File: src/rtl/lcd_cmd_arbiter_if.sv
// Command/text bus between requesters, the arbiter and the LCD driver.
// Requester k occupies i_req_cmd[3k+2:3k] = {line2, line1, clear} and the 128-bit
// slices [128k+127:128k] of i_req_line1 / i_req_line2.
//   slave  : arbiter side (requests and driver-ready in, strobes/text/status out)
//   master : environment side (requesters plus LCD driver)
interface lcd_cmd_arbiter_if;
  logic [8:0]   i_req_cmd;
  logic [383:0] i_req_line1;
  logic [383:0] i_req_line2;
  logic         i_lcd_command_ready;

  logic         o_lcd_wr_clear_display;
  logic         o_lcd_wr_text_line1;
  logic         o_lcd_wr_text_line2;
  logic [127:0] o_lcd_dat_ascii_line1;
  logic [127:0] o_lcd_dat_ascii_line2;
  logic [2:0]   o_grant;
  logic [2:0]   o_ack;
  logic         o_error;
  logic         o_busy;

  modport slave (
    input  i_req_cmd, i_req_line1, i_req_line2, i_lcd_command_ready,
    output o_lcd_wr_clear_display, o_lcd_wr_text_line1, o_lcd_wr_text_line2,
    output o_lcd_dat_ascii_line1, o_lcd_dat_ascii_line2,
    output o_grant, o_ack, o_error, o_busy
  );

  modport master (
    output i_req_cmd, i_req_line1, i_req_line2, i_lcd_command_ready,
    input  o_lcd_wr_clear_display, o_lcd_wr_text_line1, o_lcd_wr_text_line2,
    input  o_lcd_dat_ascii_line1, o_lcd_dat_ascii_line2,
    input  o_grant, o_ack, o_error, o_busy
  );
endinterface

File: src/rtl/lcd_cmd_arbiter.sv
// Round-robin arbiter sharing one LCD command driver between three requesters.
// A grant latches one command (clear > line1 > line2) and both text lines of the
// winner, strobes the command until the driver drops ready, waits for ready to
// return, then pulses ack (and error if the driver never reacted) for one CE period.
// Ports:
//   i_clk_20mhz    20 MHz clock
//   i_rst_20mhz_n  asynchronous active-low reset
//   i_ce_2_5mhz    clock enable; all state advances only when high
//   bus            lcd_cmd_arbiter_if.slave (requests, driver ready, strobes, text, status)
module lcd_cmd_arbiter #(
  parameter bit          parm_fast_simulation = 1'b0,
  parameter int unsigned parm_num_req         = 3
) (
  input  logic             i_clk_20mhz,
  input  logic             i_rst_20mhz_n,
  input  logic             i_ce_2_5mhz,
  lcd_cmd_arbiter_if.slave bus
);

  // Last counter value of the issue phase; the strobe is high for (value + 1) ticks.
  localparam logic [11:0] IssueLastTick = parm_fast_simulation ? 12'd249 : 12'd2499;

  typedef enum logic [1:0] {StIdle, StIssue, StWait, StDone} state_e;

  state_e       state_q;
  logic [1:0]   winner_q;
  logic [1:0]   rr_ptr_q;
  logic [2:0]   cmd_q;      // one-hot {line2, line1, clear}
  logic [127:0] line1_q;
  logic [127:0] line2_q;
  logic [11:0]  cnt_q;
  logic         err_q;

  logic [3:0]   req_any;    // bit 3 pads the index range of the 2-bit pointer
  logic [1:0]   cand1;
  logic [1:0]   cand2;
  logic [1:0]   win_idx;
  logic [2:0]   win_bits;
  logic [2:0]   win_cmd;
  logic [11:0]  cnt_inc;

  function automatic logic [1:0] rr_next(logic [1:0] idx);
    return (idx == 2'd2) ? 2'd0 : idx + 2'd1;
  endfunction

  always_comb begin
    req_any = '0;
    for (int k = 0; k < int'(parm_num_req); k++) begin
      req_any[k] = |bus.i_req_cmd[3*k +: 3];
    end
  end

  // Search order rr_ptr+1, rr_ptr+2, rr_ptr.
  assign cand1 = rr_next(rr_ptr_q);
  assign cand2 = rr_next(cand1);

  always_comb begin
    if (req_any[cand1]) begin
      win_idx = cand1;
    end else if (req_any[cand2]) begin
      win_idx = cand2;
    end else begin
      win_idx = rr_ptr_q;
    end
  end

  assign win_bits = bus.i_req_cmd[3*int'(win_idx) +: 3];

  always_comb begin
    if (win_bits[0]) begin
      win_cmd = 3'b001;
    end else if (win_bits[1]) begin
      win_cmd = 3'b010;
    end else begin
      win_cmd = 3'b100;
    end
  end

  assign cnt_inc = (&cnt_q) ? cnt_q : cnt_q + 12'd1;

  always_ff @(posedge i_clk_20mhz or negedge i_rst_20mhz_n) begin
    if (!i_rst_20mhz_n) begin
      state_q  <= StIdle;
      winner_q <= 2'd0;
      rr_ptr_q <= 2'd2;
      cmd_q    <= 3'b000;
      line1_q  <= '0;
      line2_q  <= '0;
      cnt_q    <= '0;
      err_q    <= 1'b0;
    end else if (i_ce_2_5mhz) begin
      case (state_q)
        StIdle: begin
          if (bus.i_lcd_command_ready && (|req_any)) begin
            state_q  <= StIssue;
            winner_q <= win_idx;
            cmd_q    <= win_cmd;
            line1_q  <= bus.i_req_line1[128*int'(win_idx) +: 128];
            line2_q  <= bus.i_req_line2[128*int'(win_idx) +: 128];
            cnt_q    <= '0;
          end else begin
            cnt_q <= cnt_inc;
          end
        end
        StIssue: begin
          if (!bus.i_lcd_command_ready) begin
            state_q <= StWait;
            cnt_q   <= '0;
          end else if (cnt_q == IssueLastTick) begin
            // Driver never accepted the strobe: give up and report it.
            state_q <= StDone;
            err_q   <= 1'b1;
            cnt_q   <= '0;
          end else begin
            cnt_q <= cnt_inc;
          end
        end
        StWait: begin
          if (bus.i_lcd_command_ready) begin
            state_q <= StDone;
            cnt_q   <= '0;
          end else begin
            cnt_q <= cnt_inc;
          end
        end
        StDone: begin
          rr_ptr_q <= winner_q;
          err_q    <= 1'b0;
          state_q  <= StIdle;
          cnt_q    <= '0;
        end
        default: begin
          state_q <= StIdle;
          cnt_q   <= '0;
        end
      endcase
    end
  end

  // Moore outputs decoded from registered state only.
  assign bus.o_busy                 = (state_q != StIdle);
  assign bus.o_grant                = (state_q != StIdle) ? (3'b001 << winner_q) : 3'b000;
  assign bus.o_lcd_wr_clear_display = (state_q == StIssue) && cmd_q[0];
  assign bus.o_lcd_wr_text_line1    = (state_q == StIssue) && cmd_q[1];
  assign bus.o_lcd_wr_text_line2    = (state_q == StIssue) && cmd_q[2];
  assign bus.o_ack                  = (state_q == StDone) ? (3'b001 << winner_q) : 3'b000;
  assign bus.o_error                = (state_q == StDone) && err_q;
  assign bus.o_lcd_dat_ascii_line1  = line1_q;
  assign bus.o_lcd_dat_ascii_line2  = line2_q;

endmodule

File: src/flat_wrapper.sv
// flat-port wrapper written by rule: the top's interface ports become plain ports
module lcd_cmd_arbiter_flat 
#(
  parameter bit          parm_fast_simulation = 1'b0,
  parameter int unsigned parm_num_req         = 3
)
  (i_clk_20mhz, i_rst_20mhz_n, i_ce_2_5mhz, bus_i_req_cmd, bus_i_req_line1, bus_i_req_line2, bus_i_lcd_command_ready, bus_o_lcd_wr_clear_display, bus_o_lcd_wr_text_line1, bus_o_lcd_wr_text_line2, bus_o_lcd_dat_ascii_line1, bus_o_lcd_dat_ascii_line2, bus_o_grant, bus_o_ack, bus_o_error, bus_o_busy);
  lcd_cmd_arbiter_if bus_i ();
  input  logic i_clk_20mhz;
  input  logic i_rst_20mhz_n;
  input  logic i_ce_2_5mhz;
  input wire logic [$bits(bus_i.i_req_cmd)-1:0] bus_i_req_cmd;
  input wire logic [$bits(bus_i.i_req_line1)-1:0] bus_i_req_line1;
  input wire logic [$bits(bus_i.i_req_line2)-1:0] bus_i_req_line2;
  input wire logic [$bits(bus_i.i_lcd_command_ready)-1:0] bus_i_lcd_command_ready;
  output wire logic [$bits(bus_i.o_lcd_wr_clear_display)-1:0] bus_o_lcd_wr_clear_display;
  output wire logic [$bits(bus_i.o_lcd_wr_text_line1)-1:0] bus_o_lcd_wr_text_line1;
  output wire logic [$bits(bus_i.o_lcd_wr_text_line2)-1:0] bus_o_lcd_wr_text_line2;
  output wire logic [$bits(bus_i.o_lcd_dat_ascii_line1)-1:0] bus_o_lcd_dat_ascii_line1;
  output wire logic [$bits(bus_i.o_lcd_dat_ascii_line2)-1:0] bus_o_lcd_dat_ascii_line2;
  output wire logic [$bits(bus_i.o_grant)-1:0] bus_o_grant;
  output wire logic [$bits(bus_i.o_ack)-1:0] bus_o_ack;
  output wire logic [$bits(bus_i.o_error)-1:0] bus_o_error;
  output wire logic [$bits(bus_i.o_busy)-1:0] bus_o_busy;
  assign bus_i.i_req_cmd = bus_i_req_cmd;
  assign bus_i.i_req_line1 = bus_i_req_line1;
  assign bus_i.i_req_line2 = bus_i_req_line2;
  assign bus_i.i_lcd_command_ready = bus_i_lcd_command_ready;
  assign bus_o_lcd_wr_clear_display = bus_i.o_lcd_wr_clear_display;
  assign bus_o_lcd_wr_text_line1 = bus_i.o_lcd_wr_text_line1;
  assign bus_o_lcd_wr_text_line2 = bus_i.o_lcd_wr_text_line2;
  assign bus_o_lcd_dat_ascii_line1 = bus_i.o_lcd_dat_ascii_line1;
  assign bus_o_lcd_dat_ascii_line2 = bus_i.o_lcd_dat_ascii_line2;
  assign bus_o_grant = bus_i.o_grant;
  assign bus_o_ack = bus_i.o_ack;
  assign bus_o_error = bus_i.o_error;
  assign bus_o_busy = bus_i.o_busy;
  lcd_cmd_arbiter #(.parm_fast_simulation(parm_fast_simulation), .parm_num_req(parm_num_req)) u_core (.i_clk_20mhz(i_clk_20mhz), .i_rst_20mhz_n(i_rst_20mhz_n), .i_ce_2_5mhz(i_ce_2_5mhz), .bus(bus_i));
endmodule
File: config.mk
export PLATFORM = sky130hd
export DESIGN_NAME = lcd_cmd_arbiter_flat
export DESIGN_NICKNAME = d
export VERILOG_FILES = /design/src/rtl/lcd_cmd_arbiter_if.sv /design/src/rtl/lcd_cmd_arbiter.sv /design/src/flat_wrapper.sv
export SDC_FILE = /design/constraint.sdc
export NUM_CORES = 1
export LEC_CHECK = 0
export CAP_MARGIN = 10
export CORE_AREA = 2 2 404 406
export DETAILED_ROUTE_END_ITERATION = 10
export DIE_AREA = 0 0 406 408
export GPL_TIMING_DRIVEN = 0
export PLACE_DENSITY = 0.31
export SLEW_MARGIN = 0
export SYNTH_ARGS = -nofsm -noshare
export SYNTH_HDL_FRONTEND = slang
export SYNTH_SLANG_ARGS = --single-unit
File: constraint.sdc
create_clock -name i_clk_20mhz -period 5.8 [get_ports i_clk_20mhz]
set_input_delay 1.16 -clock i_clk_20mhz [delete_from_list [all_inputs] [get_ports i_clk_20mhz]]
set_output_delay 1.16 -clock i_clk_20mhz [all_outputs]
set_load 0.02 [all_outputs]
==> flow_summary_export.csv, run 1 <==
group,metric,value,unit
clock_tree,cts_buffers,42,
clock_tree,clockBufferDepth,3,
synthesis,synth_warnings,0,
layout,fin_area,30000,µm²
routing,drt-initial-drc-count,840,
synthesis,synth.distinct_cells,61,
clock_tree,cts-resized-gates,0,
timing,tns,0,ns
worst_setup_path,path_cells,"clkdlybuf4s50_1 -> nor3_1 -> a31o_2 -> buf_2 -> clkbuf_1 -> clkbuf_1 -> a32oi_1 -> o21ai_0",
grt,overflow,0,
worst_setup_path,crit_type,"input pin to flip-flop",
power_and_ir_drop,power.total,13.9,mW
timing,period_share,0.801,
worst_setup_path,cpMostUsedCell,"clkbuf_1",
timing,tightest_slew,1.18,ns
placement,dp_hpwl,108000,µm
clock_tree,cts.sinks,278,
grt,grt_pass1_wl,168000,µm
timing,skew,0.0216,ns
timing,fin_ws,1.15,ns
worst_setup_path,worst-endpoint-arrival,5.16,ns
timing,hold_slack,0.493,ns
floorplanning,fp.dieArea,166000,µm²
timing,min_period,4.65,ns
clock_tree,cts_hold_buffers,0,
routing,via_per_inst,3.68,
grt,grt_pass1_vias,18100,
synthesis,synth_cells,1345,
grt,antenna_found_initial,41,
job,cap_violations,0,
timing,timing.fmax,0.215,GHz
placement,post_dp_cell_area,28500,µm²
power_and_ir_drop,cellPowerDensity,465,nW/µm²
floorplanning,ios,1048,
floorplanning,start_util,0.0937,
synthesis,async_reset_ff_frac,1.00,
worst_setup_path,end_kind,"flip-flop",
clock_tree,cts_tree,"yes",
grt,grt_max_degree,92,
power_and_ir_drop,switching_share,0.432,
synthesis,ys_seq_elements,278,
placement,place_congestion,0.839,
timing,setup_viol,0,
power_and_ir_drop,power_frac_comb,0.549,
layout,fillCellCount,18000,
clock_tree,cts_root_buf,"clkbuf_16",
power_and_ir_drop,sequentialPowerShare,0.251,
floorplanning,core,162000,µm²
routing,routed_wl,128000,µm
layout,utilization,0.185,
worst_setup_path,cp_max_fo,10,
layout,syn_to_final_growth,97.9,%
power_and_ir_drop,p_sw,6.01,mW
routing,drt.antenna.violating_nets,0,
synthesis,netlist_area,15200,µm²
grt,grt_usage,0.148,
clock_tree,clk_latency,0.60,ns
worst_setup_path,cp_data_required_time,6.31,ns
routing,first_pass_iters,5,
layout,layout.nets,3230,
worst_setup_path,cp-start-kind,"input pin",
routing,vias,17100,
power_and_ir_drop,p_leak,11.5,nW
clock_tree,h-tree-depth,2,
floorplanning,die_x,406,µm
floorplanning,row_count,148,
routing,post_drt_wl_per_cell,27.6,µm
timing,drv_slew,0,
clock_tree,post_cts_buffers,0,
clock_tree,clkTransAtPathRegs,0.06,ns
timing,finalHoldViolCount,0,
placement,port_buffers,1047,
routing,drc,0,
worst_setup_path,slowest_delay,0.92,ns
placement,place_ws,0.242,ns
timing,rsz0062_at_grt,"no",
layout,drive_gt1_frac,0.0812,
worst_setup_path,r2r_cells,11,
floorplanning,dieHeight,408,µm
worst_setup_path,crit_path_top_delay_cell,"nor3_1",
synthesis,syn_nets,2132,
synthesis,avgSynthCellArea,11.3,µm²
synthesis,synth_edf_count,0,
min_path,hp-class,"flip-flop to flip-flop",
synthesis,synth-seq-area-share,0.459,
layout,fin_cells,4657,
power_and_ir_drop,p_int,7.92,mW
timing,slew_headroom,0.214,
synthesis,ys.flop_type,"dfrtp_1",
run_status,status,"finished clean",
power_and_ir_drop,peakVddDrop,0.177,mV
min_path,hold_depth,2,
power_and_ir_drop,p_clk_frac,0.200,
placement,dpl.cell_count,4574,
==> worst max-delay path, delay by kind of cell <==
family | cells | cell delay, ns
and+or+nand+nor | 1 | 0.92
AOI/OAI and AO/OA | 3 | 0.51
buffers and inverters | 4 | 2.51
==> registers in the layout, summed over array words and instances, names as in the netlist <==
name	flops
u_core.state_q	2
u_core.cmd_q	3
u_core.winner_q	2
u_core.cnt_q	12
u_core.err_q	1
u_core.bus.o_lcd_dat_ascii_line2	128
u_core.rr_ptr_q	2
u_core.bus.o_lcd_dat_ascii_line1	128
==> cell usage after synthesis (all sizes together), types with 2 or more instances <==
cell type  count  area (µm²)
nor2b          3        18.8
clkbuf       106         398
nand3         13        65.1
nand4          4        25.0
o211a          2        20.0
a221o        126        1260
xnor2          3        26.3
a41oi          2        17.5
nand2b         2        12.5
and3         128         801
a32oi        130        1140
nor3           9        55.1
and3b          2        17.5
mux2i        130        1300
a22o           4        35.0
or3            3        23.8
buf           39         209
and2           6        37.5
nand2          9        36.3
nor2          15        58.8
o211ai         2        15.0
nor3b          3        22.5
ha             6        75.1
mux2         131        1480
a22oi          2        25.0
a21o           3        22.5
a221oi         2        17.5
o21ai        137         686
a21oi          9        48.8
dfrtp        277        6930
nor4           2        12.5
and4           2        17.5
a31oi          4        25.0
inv            8        30.0
o31ai          4        30.0
==> worst paths after layout <==
check,start,endpoint,slack (ns)
min in group asynchronous,i_rst_20mhz_n,u_core.bus.o_lcd_dat_ascii_line2[56],0.54
max,bus_i_req_cmd[6],u_core.bus.o_lcd_dat_ascii_line1[29],1.15
max in group asynchronous,i_rst_20mhz_n,u_core.bus.o_lcd_dat_ascii_line1[15],4.28
min reg2reg,u_core.bus.o_lcd_dat_ascii_line2[62],u_core.bus.o_lcd_dat_ascii_line2[62],0.49
min,u_core.bus.o_lcd_dat_ascii_line2[62],u_core.bus.o_lcd_dat_ascii_line2[62],0.49
max reg2reg,u_core.state_q[1],u_core.bus.o_lcd_dat_ascii_line1[48],1.62
==> kinds of logic after synthesis <==
group / after synthesis / share of synthesized area
buffers and inverters: 153 / 0.0420
AOI/OAI and AO/OA: 438 / 0.227
muxes: 261 / 0.183
and+or+nand+nor: 206 / 0.0823
DFF: 278 / 0.459
adders and majority gates: 6 / 0.00495
xor gates and xnor gates: 3 / 0.00173
==> layout make-up <==
class / instances / area [µm²] / share of cell area
tap: 2175 / 2720 / 0.0908
multi-input combinational: 914 / 7560 / 0.252
inverter: 8 / 30.0 / 0.00100
clock inverter: 11 / 160 / 0.00534
sequential: 278 / 6960 / 0.232
buffer: 145 / 607 / 0.0202
clock buffer: 65 / 1280 / 0.0427
timing repair buffer: 1054 / 10700 / 0.355
antenna: 7 / 17.5 / 0.000584
==> placed cells by master, fill, tap and decap left out, drive strengths merged, types with 5 or more instances in the layout <==
cell | synthesis | final
clkdlybuf4s50 | 0 | 1046
dfrtp | 277 | 277
clkbuf | 106 | 171
o21ai | 137 | 137
mux2 | 131 | 131
mux2i | 130 | 130
a32oi | 130 | 130
and3 | 128 | 128
a221o | 126 | 126
buf | 39 | 47
nor2 | 15 | 15
nand3 | 13 | 13
nand2 | 9 | 9
a21oi | 9 | 9
nor3 | 9 | 9
inv | 8 | 8
diode | 0 | 7
and2 | 6 | 6
ha | 6 | 6
clkinv | 0 | 5
==> per-layer routing <==
layer	vias to the layer above	global-route usage	part of all wire
met5	-	0	0.0018
met4	38	0.0251	0.014
met3	104	0.0397	0.073
met2	759	0.267	0.50
met1	8582	0.177	0.41
li1	7646	-	-
==> power by group through the flow <==
stage | combinational (mW) | clock [mW] | sequential, mW
after floorplan | 2.43 | 0 | 4.39
after global placement | 7.87 | 0 | 3.53
after detailed placement | 7.86 | 0 | 3.52
after CTS | 7.87 | 2.92 | 3.51
after global routing | 8.09 | 2.98 | 3.62
final | 7.65 | 2.78 | 3.50
(Power assumes the default switching activity.)
==> run 2: changes to the inputs <==
CORE_AREA = 2 2 408 410   (was 2 2 404 406)
DIE_AREA = 0 0 410 412   (was 0 0 406 408)
clock period = 4.7 ns   (was 5.8 ns; I/O delays follow)
==> flow_summary_export.csv, run 2 (same netlist as run 1, synthesis figures left out) <==
group,metric,value,unit
clock_tree,clk_latency,0.62,ns
layout,utilization,0.182,
clock_tree,h-tree-depth,2,
routing,via_per_inst,3.66,
power_and_ir_drop,peakVddDrop,0.224,mV
worst_setup_path,cp_data_required_time,5.14,ns
floorplanning,core,164000,µm²
floorplanning,row_count,149,
worst_setup_path,cp-start-kind,"input pin",
timing,slew_headroom,0.225,
clock_tree,cts.sinks,278,
timing,drv_slew,0,
clock_tree,clockBufferDepth,3,
routing,drt.antenna.violating_nets,0,
routing,first_pass_iters,5,
timing,period_share,0.933,
worst_setup_path,cp_max_fo,10,
clock_tree,cts_buffers,44,
min_path,hp-class,"input pin to asynchronous set/reset pin",
placement,dp_hpwl,116000,µm
placement,place_congestion,0.860,
grt,grt_max_degree,94,
grt,grt_pass1_vias,18100,
placement,dpl.cell_count,4587,
power_and_ir_drop,switching_share,0.441,
floorplanning,start_util,0.0923,
worst_setup_path,crit_type,"input pin to flip-flop",
routing,drt-initial-drc-count,907,
floorplanning,die_x,410,µm
clock_tree,cts_hold_buffers,0,
placement,port_buffers,1047,
layout,final_common_cell,"clkdlybuf4s50_1",
floorplanning,fp.dieArea,169000,µm²
power_and_ir_drop,p_sw,7.60,mW
layout,fin_cells,4673,
grt,overflow,0,
timing,timing.fmax,0.228,GHz
routing,drc,0,
worst_setup_path,end_kind,"flip-flop",
clock_tree,post_cts_buffers,0,
power_and_ir_drop,power_frac_comb,0.554,
layout,drive_gt1_frac,0.0840,
timing,min_period,4.39,ns
routing,post_drt_wl_per_cell,29.7,µm
timing,setup_viol,0,
power_and_ir_drop,sequentialPowerShare,0.250,
layout,syn_to_final_growth,97.6,%
clock_tree,clkTransAtPathRegs,0.06,ns
power_and_ir_drop,p_int,9.65,mW
layout,layout.nets,3231,
routing,vias,17100,
clock_tree,cts_root_buf,"clkbuf_16",
routing,routed_wl,139000,µm
clock_tree,cts_tree,"yes",
floorplanning,dieHeight,412,µm
placement,place_ws,-0.708,ns
floorplanning,ios,1048,
job,cap_violations,0,
timing,finalHoldViolCount,0,
power_and_ir_drop,p_leak,11.5,nW
timing,rsz0062_at_grt,"no",
timing,tightest_slew,1.16,ns
timing,skew,0.0208,ns
timing,fin_ws,0.314,ns
grt,antenna_found_initial,56,
power_and_ir_drop,cellPowerDensity,576,nW/µm²
grt,grt_usage,0.157,
layout,mostFrequentLayoutCells,"1,046 x clkdlybuf4s50_1, 277 x dfrtp_1, 137 x o21ai_0, 130 x mux2i_1, 130 x a32oi_1",
grt,grt_pass1_wl,178000,µm
worst_setup_path,r2r_cells,10,
power_and_ir_drop,p_clk_frac,0.196,
worst_setup_path,worst-endpoint-arrival,4.82,ns
run_status,status,"finished clean",
==> run 2: cell types whose count changed in the layout (fill, tap and decap cells not counted), sizes merged <==
cell      change
buf           -1
inv           +2
diode         +2
clkinv        -1
clkinvlp      +1
bufinv        -4
clkbuf        +3
==> run 2: stage by stage <==
step                      TNS [ns]  cell area, µm²  hold slack (ns)  power [mW]
after detailed placement    -50.87           28500            0.482        14.2
after floorplan                  0           15200            0.458        8.41
after global placement    -3639.60           28400            0.476        14.2
after CTS                        0           29900           0.0724        17.7
after global routing             0           29900            0.103        18.2
final                            0           29900            0.146        17.2
==> run 2: timing repair <==
action | 4_1_cts | 5_1_grt
endpoints found under the setup margin | 20 | 0
gates resized for setup | 2 | 0
endpoints found under the hold margin | 0 | 0
==> run 2: layout make-up <==
class	count	area (µm²)
multi-input cells	914	7560
fillers	18300	134000
flip-flops and latches	278	6960
clock buffers	68	1350
clock inverters	9	60.1
well taps	2189	2740
repair buffers	1053	10600
inverters	8	30.0
diodes	9	22.5
plain buffers	145	611
==> run 2: worst max-delay path, cell delays in order <==
cell             delay (ns)
clkdlybuf4s50_1        0.50
nor3_1                 0.77
a31oi_1                0.46
nand2_1                0.39
clkbuf_1               0.75
clkbuf_1               0.76
o21ai_0                0.22
==> run 2: routing by layer <==
layer | GRT usage | vias up | routed length, µm
met4 | 0.0310 | 40 | 2530
met3 | 0.0527 | 148 | 11700
met2 | 0.277 | 799 | 69400
met5 | 0 | - | 258
li1 | - | 7662 | -
met1 | 0.183 | 8474 | 54900
==> run 2: path summary, 6_finish.rpt <==
check / startpoint / to / slack [ns]
hold / removal: i_rst_20mhz_n / u_core.bus.o_lcd_dat_ascii_line1[103] / 0.15
max in group asynchronous: i_rst_20mhz_n / u_core.bus.o_lcd_dat_ascii_line1[109] / 3.12
setup / recovery: bus_i_req_cmd[6] / u_core.bus.o_lcd_dat_ascii_line1[11] / 0.31
hold reg to reg: u_core.bus.o_lcd_dat_ascii_line2[119] / u_core.bus.o_lcd_dat_ascii_line2[119] / 0.49
min in group i_clk_20mhz: u_core.bus.o_lcd_dat_ascii_line2[119] / u_core.bus.o_lcd_dat_ascii_line2[119] / 0.49
setup reg to reg: u_core.state_q[1] / u_core.bus.o_lcd_dat_ascii_line1[11] / 0.54
==> run 2: power groups by stage <==
stage | Combinational, mW | Clock (mW) | Sequential, mW
floorplan | 2.99 | 0 | 5.42
global placement | 9.82 | 0 | 4.36
detailed placement | 9.82 | 0 | 4.34
CTS | 9.85 | 3.57 | 4.32
global route | 10.1 | 3.63 | 4.45
finish | 9.55 | 3.38 | 4.31
